--- src/rtl/pkmn_party_sprite_sel_pkg.sv ---
// -----------------------------------------------------------------------------
// pkmn_pkg : shared types for the party sprite selector.
//   cmd_op_e   - command opcode (add / switch / evolve / reserved)
//   line_e     - species line (GRASS, FIRE, WATER)
//   slot_t     - one party slot {line, stage, occupied}
//   INVALID_ID - all-ones sprite ID, truncated to the ID width by users
// -----------------------------------------------------------------------------
package pkmn_pkg;

  typedef enum logic [1:0] {
    OP_ADD    = 2'b00,
    OP_SWITCH = 2'b01,
    OP_EVOLVE = 2'b10,
    OP_RSVD   = 2'b11
  } cmd_op_e;

  typedef enum logic [1:0] {
    GRASS = 2'd0,
    FIRE  = 2'd1,
    WATER = 2'd2
  } line_e;

  // Wide enough for up to eight evolution stages.
  localparam int STAGE_W = 3;

  typedef struct packed {
    line_e              line;
    logic [STAGE_W-1:0] stage;
    logic               occupied;
  } slot_t;

  localparam logic [31:0] INVALID_ID = 32'hFFFF_FFFF;

  localparam slot_t EMPTY_SLOT = '{line: GRASS, stage: {STAGE_W{1'b0}}, occupied: 1'b0};

endpackage

--- src/rtl/pkmn_party_sprite_sel_if.sv ---
// -----------------------------------------------------------------------------
// pkmn_party_sprite_sel_if : command handshake bundle.
//   cmd_valid  - command strobe            (master -> slave)
//   cmd_op     - opcode                    (master -> slave)
//   cmd_arg    - species line / slot index (master -> slave)
//   cmd_ready  - slave can accept          (slave -> master)
//   cmd_err    - one-cycle reject pulse    (slave -> master)
// -----------------------------------------------------------------------------
interface pkmn_party_sprite_sel_if #(
  parameter int ARG_W = 2
);
  import pkmn_pkg::*;

  logic             cmd_valid;
  cmd_op_e          cmd_op;
  logic [ARG_W-1:0] cmd_arg;
  logic             cmd_ready;
  logic             cmd_err;

  modport master (
    output cmd_valid, cmd_op, cmd_arg,
    input  cmd_ready, cmd_err
  );

  modport slave (
    input  cmd_valid, cmd_op, cmd_arg,
    output cmd_ready, cmd_err
  );

endinterface

--- src/rtl/pkmn_party_sprite_sel_id_calc.sv ---
// -----------------------------------------------------------------------------
// pkmn_sprite_id_calc : combinational slot -> back-sprite ID.
//   slot - {line, stage, occupied}
//   id   - BACK_BASE + stage*NUM_LINES + line, or all-ones when the slot is
//          empty or the sum does not fit in ID_W bits.
// -----------------------------------------------------------------------------
module pkmn_sprite_id_calc
  import pkmn_pkg::*;
#(
  parameter int BACK_BASE = 3,
  parameter int NUM_LINES = 3,
  parameter int ID_W      = 5
) (
  input  slot_t           slot,
  output logic [ID_W-1:0] id
);

  localparam logic [31:0] MAX_ID = 32'((64'd1 << ID_W) - 64'd1);

  logic [31:0] raw;

  // Sum at 32 bits so overflow of the ID width can be detected.
  always_comb begin
    raw = 32'(BACK_BASE) + 32'(slot.stage) * 32'(NUM_LINES) + 32'(slot.line);
    if (!slot.occupied || (raw > MAX_ID)) begin
      id = ID_W'(INVALID_ID);
    end else begin
      id = ID_W'(raw);
    end
  end

endmodule

--- src/rtl/pkmn_party_sprite_sel.sv ---
// -----------------------------------------------------------------------------
// pkmn_party_sprite_sel : party-aware back-sprite selector.
//   Clk, Reset   - clock, async active-high reset
//   cmd          - command handshake (slave modport)
//   pkmnID       - registered back-sprite ID of the active member
//   id_valid     - active slot occupied
//   active_slot  - active party index
//   party_count  - number of occupied slots
//   busy         - evolution animation in progress
// Build option: define PKMN_EVO_ANIM_EN for the evolution flash animation;
// without it evolve completes in one cycle and busy is tied low.
// -----------------------------------------------------------------------------
module pkmn_party_sprite_sel
  import pkmn_pkg::*;
#(
  parameter int NUM_SLOTS    = 3,
  parameter int NUM_LINES    = 3,
  parameter int NUM_STAGES   = 3,
  parameter int ID_W         = 5,
  parameter int BACK_BASE    = 3,
  parameter int FLASH_PERIOD = 8,
  parameter int FLASH_COUNT  = 6,
  localparam int SLOT_W      = (NUM_SLOTS > 1) ? $clog2(NUM_SLOTS) : 1,
  localparam int CNT_W       = $clog2(NUM_SLOTS + 1)
) (
  input  logic                     Clk,
  input  logic                     Reset,
  pkmn_party_sprite_sel_if.slave   cmd,
  output logic [ID_W-1:0]          pkmnID,
  output logic                     id_valid,
  output logic [SLOT_W-1:0]        active_slot,
  output logic [CNT_W-1:0]         party_count,
  output logic                     busy
);

  slot_t             slots_r   [NUM_SLOTS];
  slot_t             slots_nxt [NUM_SLOTS];
  logic [SLOT_W-1:0] active_r, active_nxt;
  logic [CNT_W-1:0]  count_r, count_nxt;
  logic [ID_W-1:0]   id_r;
  logic              valid_r, ready_r, err_r, busy_r;
  logic              accept, reject, start_evo, finish_evo;
  slot_t             cur_slot, evo_slot, view_slot;
  logic [ID_W-1:0]   view_id, evo_id;

`ifdef PKMN_EVO_ANIM_EN
  localparam int PER_W = (FLASH_PERIOD > 1) ? $clog2(FLASH_PERIOD) : 1;
  localparam int TOG_W = $clog2(FLASH_COUNT + 1);

  typedef enum logic {ST_IDLE = 1'b0, ST_EVOLVE = 1'b1} state_e;

  state_e           state_r;
  logic [PER_W-1:0] per_cnt_r;
  logic [TOG_W-1:0] tog_cnt_r;
  logic             show_new_r;
  logic             per_last;

  assign per_last = (per_cnt_r == PER_W'(FLASH_PERIOD - 1));
`endif

  // Decode the command and build the party state for the next cycle.
  always_comb begin
    slots_nxt  = slots_r;
    active_nxt = active_r;
    count_nxt  = count_r;
    accept     = cmd.cmd_valid & ready_r;
    reject     = 1'b0;
    start_evo  = 1'b0;
    finish_evo = 1'b0;
    cur_slot   = slots_r[active_r];
    evo_slot   = cur_slot;
    evo_slot.stage = cur_slot.stage + STAGE_W'(1);
    if (accept) begin
      case (cmd.cmd_op)
        OP_ADD: begin
          if ((32'(count_r) >= 32'(NUM_SLOTS)) || (32'(cmd.cmd_arg) >= 32'(NUM_LINES))) begin
            reject = 1'b1;
          end else begin
            slots_nxt[SLOT_W'(count_r)] = '{line: line_e'(2'(cmd.cmd_arg)),
                                            stage: {STAGE_W{1'b0}}, occupied: 1'b1};
            if (count_r == {CNT_W{1'b0}}) begin
              active_nxt = {SLOT_W{1'b0}};
            end else begin
              active_nxt = active_r;
            end
            count_nxt = count_r + CNT_W'(1);
          end
        end
        OP_SWITCH: begin
          if (32'(cmd.cmd_arg) >= 32'(count_r)) begin
            reject = 1'b1;
          end else begin
            active_nxt = SLOT_W'(cmd.cmd_arg);
          end
        end
        OP_EVOLVE: begin
          if ((count_r == {CNT_W{1'b0}}) || (32'(cur_slot.stage) >= 32'(NUM_STAGES - 1))) begin
            reject = 1'b1;
          end else begin
`ifdef PKMN_EVO_ANIM_EN
            start_evo = 1'b1;
`else
            slots_nxt[active_r] = evo_slot;
`endif
          end
        end
        default: reject = 1'b1;
      endcase
    end else begin
      reject = 1'b0;
    end
`ifdef PKMN_EVO_ANIM_EN
    // The stage commits only when the animation completes.
    if ((state_r == ST_EVOLVE) && per_last && (tog_cnt_r == TOG_W'(FLASH_COUNT - 1))) begin
      finish_evo = 1'b1;
      slots_nxt[active_r] = evo_slot;
    end else begin
      finish_evo = 1'b0;
    end
`endif
    view_slot = slots_nxt[active_nxt];
  end

  // view_id reflects the post-edge party; evo_id is the active slot one stage up.
  pkmn_sprite_id_calc #(.BACK_BASE(BACK_BASE), .NUM_LINES(NUM_LINES), .ID_W(ID_W)) u_view_id (
    .slot (view_slot),
    .id   (view_id)
  );

  pkmn_sprite_id_calc #(.BACK_BASE(BACK_BASE), .NUM_LINES(NUM_LINES), .ID_W(ID_W)) u_evo_id (
    .slot (evo_slot),
    .id   (evo_id)
  );

  // Party registers, output registers and the evolution FSM.
  always_ff @(posedge Clk or posedge Reset) begin
    if (Reset) begin
      for (int i = 0; i < NUM_SLOTS; i++) begin
        slots_r[i] <= EMPTY_SLOT;
      end
      active_r <= {SLOT_W{1'b0}};
      count_r  <= {CNT_W{1'b0}};
      id_r     <= ID_W'(INVALID_ID);
      valid_r  <= 1'b0;
      ready_r  <= 1'b1;
      err_r    <= 1'b0;
      busy_r   <= 1'b0;
`ifdef PKMN_EVO_ANIM_EN
      state_r    <= ST_IDLE;
      per_cnt_r  <= {PER_W{1'b0}};
      tog_cnt_r  <= {TOG_W{1'b0}};
      show_new_r <= 1'b0;
`endif
    end else begin
      slots_r  <= slots_nxt;
      active_r <= active_nxt;
      count_r  <= count_nxt;
      valid_r  <= view_slot.occupied;
      err_r    <= reject;
`ifdef PKMN_EVO_ANIM_EN
      case (state_r)
        ST_IDLE: begin
          if (start_evo) begin
            state_r    <= ST_EVOLVE;
            ready_r    <= 1'b0;
            busy_r     <= 1'b1;
            per_cnt_r  <= {PER_W{1'b0}};
            tog_cnt_r  <= {TOG_W{1'b0}};
            show_new_r <= 1'b1;
            id_r       <= evo_id;
          end else begin
            ready_r <= 1'b1;
            busy_r  <= 1'b0;
            id_r    <= view_id;
          end
        end
        ST_EVOLVE: begin
          if (finish_evo) begin
            state_r    <= ST_IDLE;
            ready_r    <= 1'b1;
            busy_r     <= 1'b0;
            per_cnt_r  <= {PER_W{1'b0}};
            tog_cnt_r  <= {TOG_W{1'b0}};
            show_new_r <= 1'b0;
            id_r       <= view_id;
          end else if (per_last) begin
            // While evolving, view_id is still the old-stage sprite.
            per_cnt_r  <= {PER_W{1'b0}};
            tog_cnt_r  <= tog_cnt_r + TOG_W'(1);
            show_new_r <= ~show_new_r;
            id_r       <= show_new_r ? view_id : evo_id;
          end else begin
            per_cnt_r <= per_cnt_r + PER_W'(1);
          end
        end
        default: begin
          state_r <= ST_IDLE;
          ready_r <= 1'b1;
          busy_r  <= 1'b0;
          id_r    <= view_id;
        end
      endcase
`else
      ready_r <= 1'b1;
      busy_r  <= 1'b0;
      id_r    <= view_id;
`endif
    end
  end

  assign cmd.cmd_ready = ready_r;
  assign cmd.cmd_err   = err_r;
  assign pkmnID        = id_r;
  assign id_valid      = valid_r;
  assign active_slot   = active_r;
  assign party_count   = count_r;
  assign busy          = busy_r;

endmodule

--- src/flat_wrapper.sv ---
// flat-port wrapper written by rule: the top's interface ports become plain ports
module pkmn_party_sprite_sel_flat import pkmn_pkg::*;
#(
  parameter int NUM_SLOTS    = 3,
  parameter int NUM_LINES    = 3,
  parameter int NUM_STAGES   = 3,
  parameter int ID_W         = 5,
  parameter int BACK_BASE    = 3,
  parameter int FLASH_PERIOD = 8,
  parameter int FLASH_COUNT  = 6,
  localparam int SLOT_W      = (NUM_SLOTS > 1) ? $clog2(NUM_SLOTS) : 1,
  localparam int CNT_W       = $clog2(NUM_SLOTS + 1)
)
  (Clk, Reset, pkmnID, id_valid, active_slot, party_count, busy, cmd_cmd_valid, cmd_cmd_op, cmd_cmd_arg, cmd_cmd_ready, cmd_cmd_err);
  pkmn_party_sprite_sel_if #(.ARG_W(2)) cmd_i ();
  input  logic Clk;
  input  logic Reset;
  output logic [ID_W-1:0] pkmnID;
  output logic id_valid;
  output logic [SLOT_W-1:0] active_slot;
  output logic [CNT_W-1:0] party_count;
  output logic busy;
  input wire logic [$bits(cmd_i.cmd_valid)-1:0] cmd_cmd_valid;
  input wire logic [$bits(cmd_i.cmd_op)-1:0] cmd_cmd_op;
  input wire logic [$bits(cmd_i.cmd_arg)-1:0] cmd_cmd_arg;
  output wire logic [$bits(cmd_i.cmd_ready)-1:0] cmd_cmd_ready;
  output wire logic [$bits(cmd_i.cmd_err)-1:0] cmd_cmd_err;
  assign cmd_i.cmd_valid = cmd_cmd_valid;
  assign cmd_i.cmd_op = cmd_cmd_op;
  assign cmd_i.cmd_arg = cmd_cmd_arg;
  assign cmd_cmd_ready = cmd_i.cmd_ready;
  assign cmd_cmd_err = cmd_i.cmd_err;
  pkmn_party_sprite_sel #(.NUM_SLOTS(NUM_SLOTS), .NUM_LINES(NUM_LINES), .NUM_STAGES(NUM_STAGES), .ID_W(ID_W), .BACK_BASE(BACK_BASE), .FLASH_PERIOD(FLASH_PERIOD), .FLASH_COUNT(FLASH_COUNT)) u_core (.Clk(Clk), .Reset(Reset), .cmd(cmd_i), .pkmnID(pkmnID), .id_valid(id_valid), .active_slot(active_slot), .party_count(party_count), .busy(busy));
endmodule
--- config.mk ---
export PLATFORM = sky130hd
export DESIGN_NAME = pkmn_party_sprite_sel_flat
export DESIGN_NICKNAME = d
export VERILOG_FILES = /design/src/rtl/pkmn_party_sprite_sel_pkg.sv /design/src/rtl/pkmn_party_sprite_sel_if.sv /design/src/rtl/pkmn_party_sprite_sel_id_calc.sv /design/src/rtl/pkmn_party_sprite_sel.sv /design/src/flat_wrapper.sv
export SDC_FILE = /design/constraint.sdc
export NUM_CORES = 1
export LEC_CHECK = 0
export BUFFER_PORTS_ARGS = -buffer_cell sky130_fd_sc_hd__buf_2
export CORE_ASPECT_RATIO = 1.1
export CORE_UTILIZATION = 54
export CTS_BUF_LIST = sky130_fd_sc_hd__clkbuf_2
export DETAILED_ROUTE_END_ITERATION = 12
export PLACE_DENSITY = 0.81
export REMOVE_ABC_BUFFERS = 1
export SETUP_SLACK_MARGIN = 0.15
export SLEW_MARGIN = 20
export SYNTH_ARGS = -nofsm -noshare
export SYNTH_HDL_FRONTEND = slang
export SYNTH_SLANG_ARGS = --single-unit
--- constraint.sdc ---
create_clock -name Clk -period 3.7 [get_ports Clk]
set_input_delay 0.185 -clock Clk [delete_from_list [all_inputs] [get_ports Clk]]
set_output_delay 0.185 -clock Clk [all_outputs]
set_load 0.05 [all_outputs]
==> results of run 1 <==
## stage by stage
| stage | utilization | instances | cell area (um2) | setup slack [ps] | hold WS, ps |
|---|---|---|---|---|---|
| after floorplan | - | 173 | 1760 | -294 | 259 |
| after global placement | 0.663 | 246 | 2050 | -40.3 | 447 |
| after detailed placement | 0.663 | 246 | 2050 | -218 | 449 |
| after CTS | 0.728 | 259 | 2260 | 140 | 81.9 |
| after global routing | 0.783 | 267 | 2430 | -167 | 118 |
| final | 0.783 | 267 | 2430 | 46.2 | 153 |
## worst paths after layout
| check | from | endpoint | slack (ps) | cells past startpoint |
|---|---|---|---|---|
| min in group asynchronous | Reset | u_core.slots_r[4] | 390 | 3 |
| max in group asynchronous | Reset | u_core.active_slot[1] | 2870 | 3 |
| worst max register to register | u_core.party_count[0] | u_core.pkmnID[4] | 50 | 16 |
| worst min-delay path | cmd_cmd_valid | u_core.cmd.cmd_err | 150 | 3 |
| worst min register to register | u_core.slots_r[6] | u_core.slots_r[6] | 490 | 1 |
| worst max-delay path | u_core.party_count[0] | u_core.pkmnID[4] | 50 | 16 |
## final cells by class
type / instances / area (um2)
inverter: 10 / 37.5
tap: 34 / 42.5
clock inverter: 3 / 46.3
fill: 187 / 672
multi-input combinational: 134 / 1180
clock buffer: 5 / 25.0
sequential: 29 / 733
timing repair buffer: 52 / 365
## cells by family (layout without fill, tap and decap cells)
| logic type | after synthesis | after routing | share of synthesized area |
|---|---|---|---|
| compound gates | 41 | 41 | 0.159 |
| buf+inv | 15 | 70 | 0.0404 |
| flops | 29 | 29 | 0.407 |
| other cells | 2 | 2 | 0.00418 |
| simple gates | 58 | 58 | 0.178 |
| xor+xnor | 4 | 4 | 0.0195 |
| fa+ha+maj | 16 | 16 | 0.116 |
| mux | 13 | 13 | 0.0759 |
## layer usage
layer	vias to the layer above	track usage	part of all wire
met3	42	0.0745	0.068
met5	-	0	0
met4	0	0.174	0.063
met1	790	0.319	0.37
li1	748	-	-
met2	93	0.490	0.50
## worst max-delay path, stage by stage (launching register included)
cell	delay, ps
sky130_fd_sc_hd__dfrtp_1	400
sky130_fd_sc_hd__buf_4	150
sky130_fd_sc_hd__inv_1	70
sky130_fd_sc_hd__ha_2	270
sky130_fd_sc_hd__nor4_1	420
sky130_fd_sc_hd__nand2_1	180
sky130_fd_sc_hd__o21ai_0	430
sky130_fd_sc_hd__mux2i_1	170
sky130_fd_sc_hd__o21ai_2	230
sky130_fd_sc_hd__ha_4	240
sky130_fd_sc_hd__inv_2	60
sky130_fd_sc_hd__ha_4	210
sky130_fd_sc_hd__fa_2	380
sky130_fd_sc_hd__a21oi_2	140
sky130_fd_sc_hd__nor2b_2	70
sky130_fd_sc_hd__nor2_1	120
sky130_fd_sc_hd__nand2_1	60
## timing repair
action / 4_1_cts / 5_1_grt
hold buffers: 0 / 1
endpoints found under the setup margin: 5 / 5
setup buffers: 5 / 7
gates resized for setup: 25 / 22
pin swaps: 10 / 5
endpoints found under the hold margin: 0 / 24
## cell usage after synthesis, types with 3 or more instances
cell,instances
sky130_fd_sc_hd__dfrtp_1,24
sky130_fd_sc_hd__nand2_1,18
sky130_fd_sc_hd__ha_1,15
sky130_fd_sc_hd__o21ai_0,11
sky130_fd_sc_hd__inv_1,10
sky130_fd_sc_hd__mux2i_1,8
sky130_fd_sc_hd__a21oi_1,7
sky130_fd_sc_hd__nor2_1,7
sky130_fd_sc_hd__nand3_1,6
sky130_fd_sc_hd__dfstp_2,5
sky130_fd_sc_hd__mux2_2,5
sky130_fd_sc_hd__a31oi_1,4
sky130_fd_sc_hd__nor2b_1,4
sky130_fd_sc_hd__nand2b_1,3
sky130_fd_sc_hd__nor3_1,3
sky130_fd_sc_hd__o2bb2ai_1,3
sky130_fd_sc_hd__xnor2_1,3
## state kept, by name, summed over array words and instances (netlist names)
register / count
u_core.slots_r: 18
u_core.pkmnID: 5
u_core.active_slot: 2
u_core.party_count: 2
u_core.cmd.cmd_err: 1
u_core.id_valid: 1
## placed cells by master, fill, tap and decap left out, types with 4 or more instances in the layout
cell type / synthesis / layout
sky130_fd_sc_hd__buf_4: 2 / 30
sky130_fd_sc_hd__dfrtp_1: 24 / 23
sky130_fd_sc_hd__nand2_1: 18 / 18
sky130_fd_sc_hd__buf_2: 1 / 17
sky130_fd_sc_hd__ha_1: 15 / 9
sky130_fd_sc_hd__inv_1: 10 / 6
sky130_fd_sc_hd__nand3_1: 6 / 6
sky130_fd_sc_hd__o21ai_0: 11 / 6
sky130_fd_sc_hd__mux2i_1: 8 / 6
sky130_fd_sc_hd__a21oi_1: 7 / 5
sky130_fd_sc_hd__nor2_1: 7 / 5
sky130_fd_sc_hd__clkbuf_2: 0 / 5
sky130_fd_sc_hd__dfstp_2: 5 / 5
sky130_fd_sc_hd__inv_2: 0 / 4
sky130_fd_sc_hd__o21ai_1: 1 / 4
sky130_fd_sc_hd__mux2_2: 5 / 4
sky130_fd_sc_hd__ha_4: 0 / 4
sky130_fd_sc_hd__buf_6: 1 / 4
==> results.md, run 1 <==
- Result of the run: finished, final reports clean
- Data required time at the worst endpoint: 4040 ps
- Clock tree from TritonCTS: yes
- Clock sink count: 29
- HPWL after detailed placement: 3270 um
- Worst Path Arrival: 3990 ps
- Transition at the pin with the smallest max-transition slack: 600 ps
- Gp weighted congestion: 0.923
- Fin crit period: 3650 ps
- Clock input transition at the sequential cells of the worst setup and hold paths: 180 ps
- Number of nets with antenna violations after detailed routing: 0
- First-pass GRT wire length: 7820 um
- Synthesis-to-finish area growth: 35.2%
- CP Max Fanout: 8
- Yosys synthesis warning count: 0
- RSZ-0062 raised after global routing: true
- Number of standard-cell rows in the floorplan: 21
- Later-pin clock latency in the skew report: 380 ps
- Post-synthesis area per instance: 10.1 um2
- Final-layout setup total negative slack: 0 ps
- Overall Global Routing Usage: 0.289
- Share of post-route cells with drive strength above 1: 0.455
- Final setup viols: 0
- Number of enable flip-flop cells after synthesis: 0
- Crit path capture type: flop
- Primary FF master, synth: sky130_fd_sc_hd__dfrtp_1
- Count of input and output buffers: 17
- Number of antenna violations at the first check in global routing: 0
- Max_cap viols: 0
- Vias in the first global route: 1736
- Final wirelength: 5170 um
- Vias after detailed routing: 1673
- Setup Skew: 18.1 ps
- Post-synthesis instance area: 1800 um2
- H-tree Lvls: 2
- Vias per Instance: 6.27
- Seq/Total Area, Yosys: 0.407
- Biggest area consumer among synthesized cells: sky130_fd_sc_hd__dfrtp_1
- Count of nets after finishing: 255
- Hold Violations, Final: 0
- WL/cell: 19.4 um
- F_max: 274 MHz
- Number of synthesized register bits: 29
- Initial Util: 0.579
- Startpoint types: flop
- Start-to-end type of the worst setup path: reg -> reg
- Gate count after technology mapping: 178
- Crit share post-route: 0.988
- Floorplan die height: 62.5 um
- Fraction of synthesis flops using an asynchronous set or reset pin: 1.00
- Share of Yosys cell area claimed by the top area cell type: 0.334
- Largest net degree at the start of global routing: 30
- First-pass DRT Iterations: 5
- Count of unresolved DRC violations after routing: 0
- Cell at the root of the clock tree: sky130_fd_sc_hd__clkbuf_2
- Area of the core region: 3100 um2
- Number of I/O pins: 20
- Clock buffer depth: 2
- Diode count: 0
- Yosys cell types: 51
- Area of the die: 3560 um2
- Max-Slew Margin vs Limit: 0.600
- 1st-iter DRT viols: 114
- TritonCTS buffer count: 5
- Horizontal die dimension: 57 um
- Max-slew violations: 0
- Cells taking the most area after synthesis: sky130_fd_sc_hd__dfrtp_1, sky130_fd_sc_hd__ha_1, sky130_fd_sc_hd__dfstp_2, sky130_fd_sc_hd__mux2i_1, sky130_fd_sc_hd__nand2_1
- Total congestion overflow: 0
- Type of the worst min-delay path: in -> reg
Power of run 1 is not shown: default switching activity piles up to over one toggle a cycle in this logic, so the estimate is an artifact.
==> run 2, diff against run 1 <==
- BUFFER_PORTS_ARGS: -buffer_cell sky130_fd_sc_hd__buf_2 -> -buffer_cell sky130_fd_sc_hd__buf_4
==> run 2 against run 1 <==
  * Via count down 0.60%
  * Cell count down 1.1%
  * First-iteration DRC count up 22%
  * Register-to-register slack about the same
  * Utilization up 0.40 points
  * Clock-buffer cell count unchanged
  * Cell area up 0.52%
  * Fmax up 0.28%
  * Sequential share of layout area down 0.21 points
  * Non-clock buffer count down 3
==> results.md, run 2 (synthesis gave the netlist of run 1 again) <==
- Result of the run: finished, final reports clean
- Clock buffer depth: 2
- Vias in the first global route: 1727
- Final setup viols: 0
- Final wirelength: 5050 um
- Horizontal die dimension: 57 um
- Worst Path Arrival: 3990 ps
- Number of fill cells in the layout: 182
- Critical Path, Cell by Cell: mux2i_1, o2bb2ai_2, ha_1, nor4bb_4, a21oi_1, a31oi_1, nand3_1, a31oi_2, inv_2, ha_4, inv_4, ha_4, ha_4, a21o_1, a21oi_2, xnor2_1, nor2_1, nand2_1
- Worst stage delay on the critical path: 460 ps
- Synthesis-to-finish area growth: 35.9%
- Register with the most flip-flops: u_core.slots_r
- Clock sink count: 29
- Number of nets with antenna violations after detailed routing: 0
- Most common cell after layout, fill and taps aside: sky130_fd_sc_hd__buf_4
- CP Buf/Inv Count: 2
- Diode count: 0
- Critical Path Slowest Stage Cell: sky130_fd_sc_hd__dfrtp_1
- Capture instance of the worst register-to-register path: u_core.pkmnID[4]
- H-tree Lvls: 2
- Start-to-end type of the worst setup path: reg -> reg
- F_max: 274 MHz
- HPWL after detailed placement: 3170 um
- Most prevalent standard cell on the critical path: sky130_fd_sc_hd__ha_4
- Initial Util: 0.579
- Clock input transition at the sequential cells of the worst setup and hold paths: 170 ps
- TritonCTS buffer count: 5
- Vias after detailed routing: 1663
- Type of the worst min-delay path: in -> reg
- CP top delay family: compound AO/OA/AOI/OAI gates
- RSZ-0062 raised after global routing: true
- Max-slew violations: 0
- Worst hold slack: 112 ps
- Final design utilization: 0.787
- Number of antenna violations at the first check in global routing: 0
- Startpoint types: flop
- Cell at the root of the clock tree: sky130_fd_sc_hd__clkbuf_2
- Worst r2r path cells: 18
- Number of I/O pins: 20
- Final-layout setup total negative slack: 0 ps
- Source of the worst register-to-register timing path: u_core.active_slot[1]
- Clock tree from TritonCTS: yes
- Count of unresolved DRC violations after routing: 0
- Largest net degree at the start of global routing: 30
- Total congestion overflow: 0
- Hold Violations, Final: 0
- Number of standard-cell rows in the floorplan: 21
- Count of input and output buffers: 17
- Fin crit period: 3640 ps
- Later-pin clock latency in the skew report: 390 ps
- Data required time at the worst endpoint: 4050 ps
- Overall Global Routing Usage: 0.289
- 1st-iter DRT viols: 139
- Gp weighted congestion: 0.902
- WL/cell: 19.1 um
- Start point of the worst min-delay path: cmd_cmd_arg[0]
- Count of cells along the worst hold path: 2
- Top library cells by usage in the layout, fill and taps aside: sky130_fd_sc_hd__buf_4, sky130_fd_sc_hd__dfrtp_1, sky130_fd_sc_hd__nand2_1
- Share of post-route cells with drive strength above 1: 0.457
- Transition at the pin with the smallest max-transition slack: 609 ps
- Crit share post-route: 0.985
- Max_cap viols: 0
- First-pass DRT Iterations: 4
- Hold EP: u_core.slots_r[10]
- Crit path capture type: flop
- Max-Slew Margin vs Limit: 0.594
- Floorplan die height: 62.5 um
- Flip-flop count of the largest register, all copies and words added: 18
- Count of nets after finishing: 252
- Setup Skew: 10.8 ps
- CP Max Fanout: 4
- Area of the die: 3560 um2
- FF-to-FF setup slack: 60 ps
- First-pass GRT wire length: 7790 um
- Area of the core region: 3100 um2
- Vias per Instance: 6.30
==> run 2: changes by cell type in the layout (fill, tap and decap cells not counted), sizes merged <==
cell | previous run | this run
buf | 51 | 48
bufinv | 1 | 0
clkinv | 1 | 2
==> run 2: final cells by class <==
type / count / area, um2 / area share
inverters: 10 / 40.0 / 0.0164
flip-flops and latches: 29 / 732 / 0.300
repair buffers: 49 / 378 / 0.155
well taps: 34 / 42.5 / 0.0174
clock buffers: 5 / 25.0 / 0.0103
clock inverters: 3 / 17.5 / 0.00718
multi-input cells: 134 / 1210 / 0.494
==> run 2: per-stage QoR <==
| stage | cell area [um2] | setup slack (ps) | instances |
|---|---|---|---|
| 3_3_place_gp | 2070 | 2.02 | 243 |
| 5_1_grt | 2440 | -136 | 264 |
| 2_1_floorplan | 1760 | -294 | 173 |
| 4_1_cts | 2290 | 158 | 261 |
| 6_report | 2440 | 56.6 | 264 |
| 3_5_place_dp | 2070 | -93.5 | 243 |
==> run 2: worst max-delay path by stage <==
stage,start,to,depth (start not counted)
2_1_floorplan,u_core.party_count[1],u_core.pkmnID[4],16
3_3_place_gp,cmd_cmd_arg[0],u_core.pkmnID[4],17
3_5_place_dp,u_core.party_count[1],u_core.pkmnID[4],17
4_1_cts,u_core.party_count[0],u_core.pkmnID[4],17
5_1_grt,u_core.active_slot[1],u_core.pkmnID[4],18
6_report,u_core.active_slot[1],u_core.pkmnID[4],18
==> run 2: metal layers <==
layer	share of wire	wire length (um)	global-route usage	vias up
li1	-	-	-	745
met1	0.38	1910	0.329	817
met2	0.51	2590	0.494	79
met3	0.061	309	0.0642	22
met4	0.046	234	0.162	0
met5	0	0	0	-
==> run 2: what timing repair did <==
item / CTS / global route
buffers inserted: 10 / 2
resized for setup: 24 / 27
hold buffers: 0 / 1
setup endpoints to repair: 5 / 5
pin swaps: 9 / 20
endpoints found under the hold margin: 0 / 24
==> run 2: worst register-to-register path: cells and delay by family, from the launching register on <==
kind                       cells  cell delay, ps
AOI/OAI and AO/OA              6            1050
xor gates and xnor gates       1             140
adders and majority gates      4            1040
buffers and inverters          2             120
DFF                            1             460
muxes                          1             270
and+or+nand+nor                4             530
Power of run 2 is left out for the same reason.
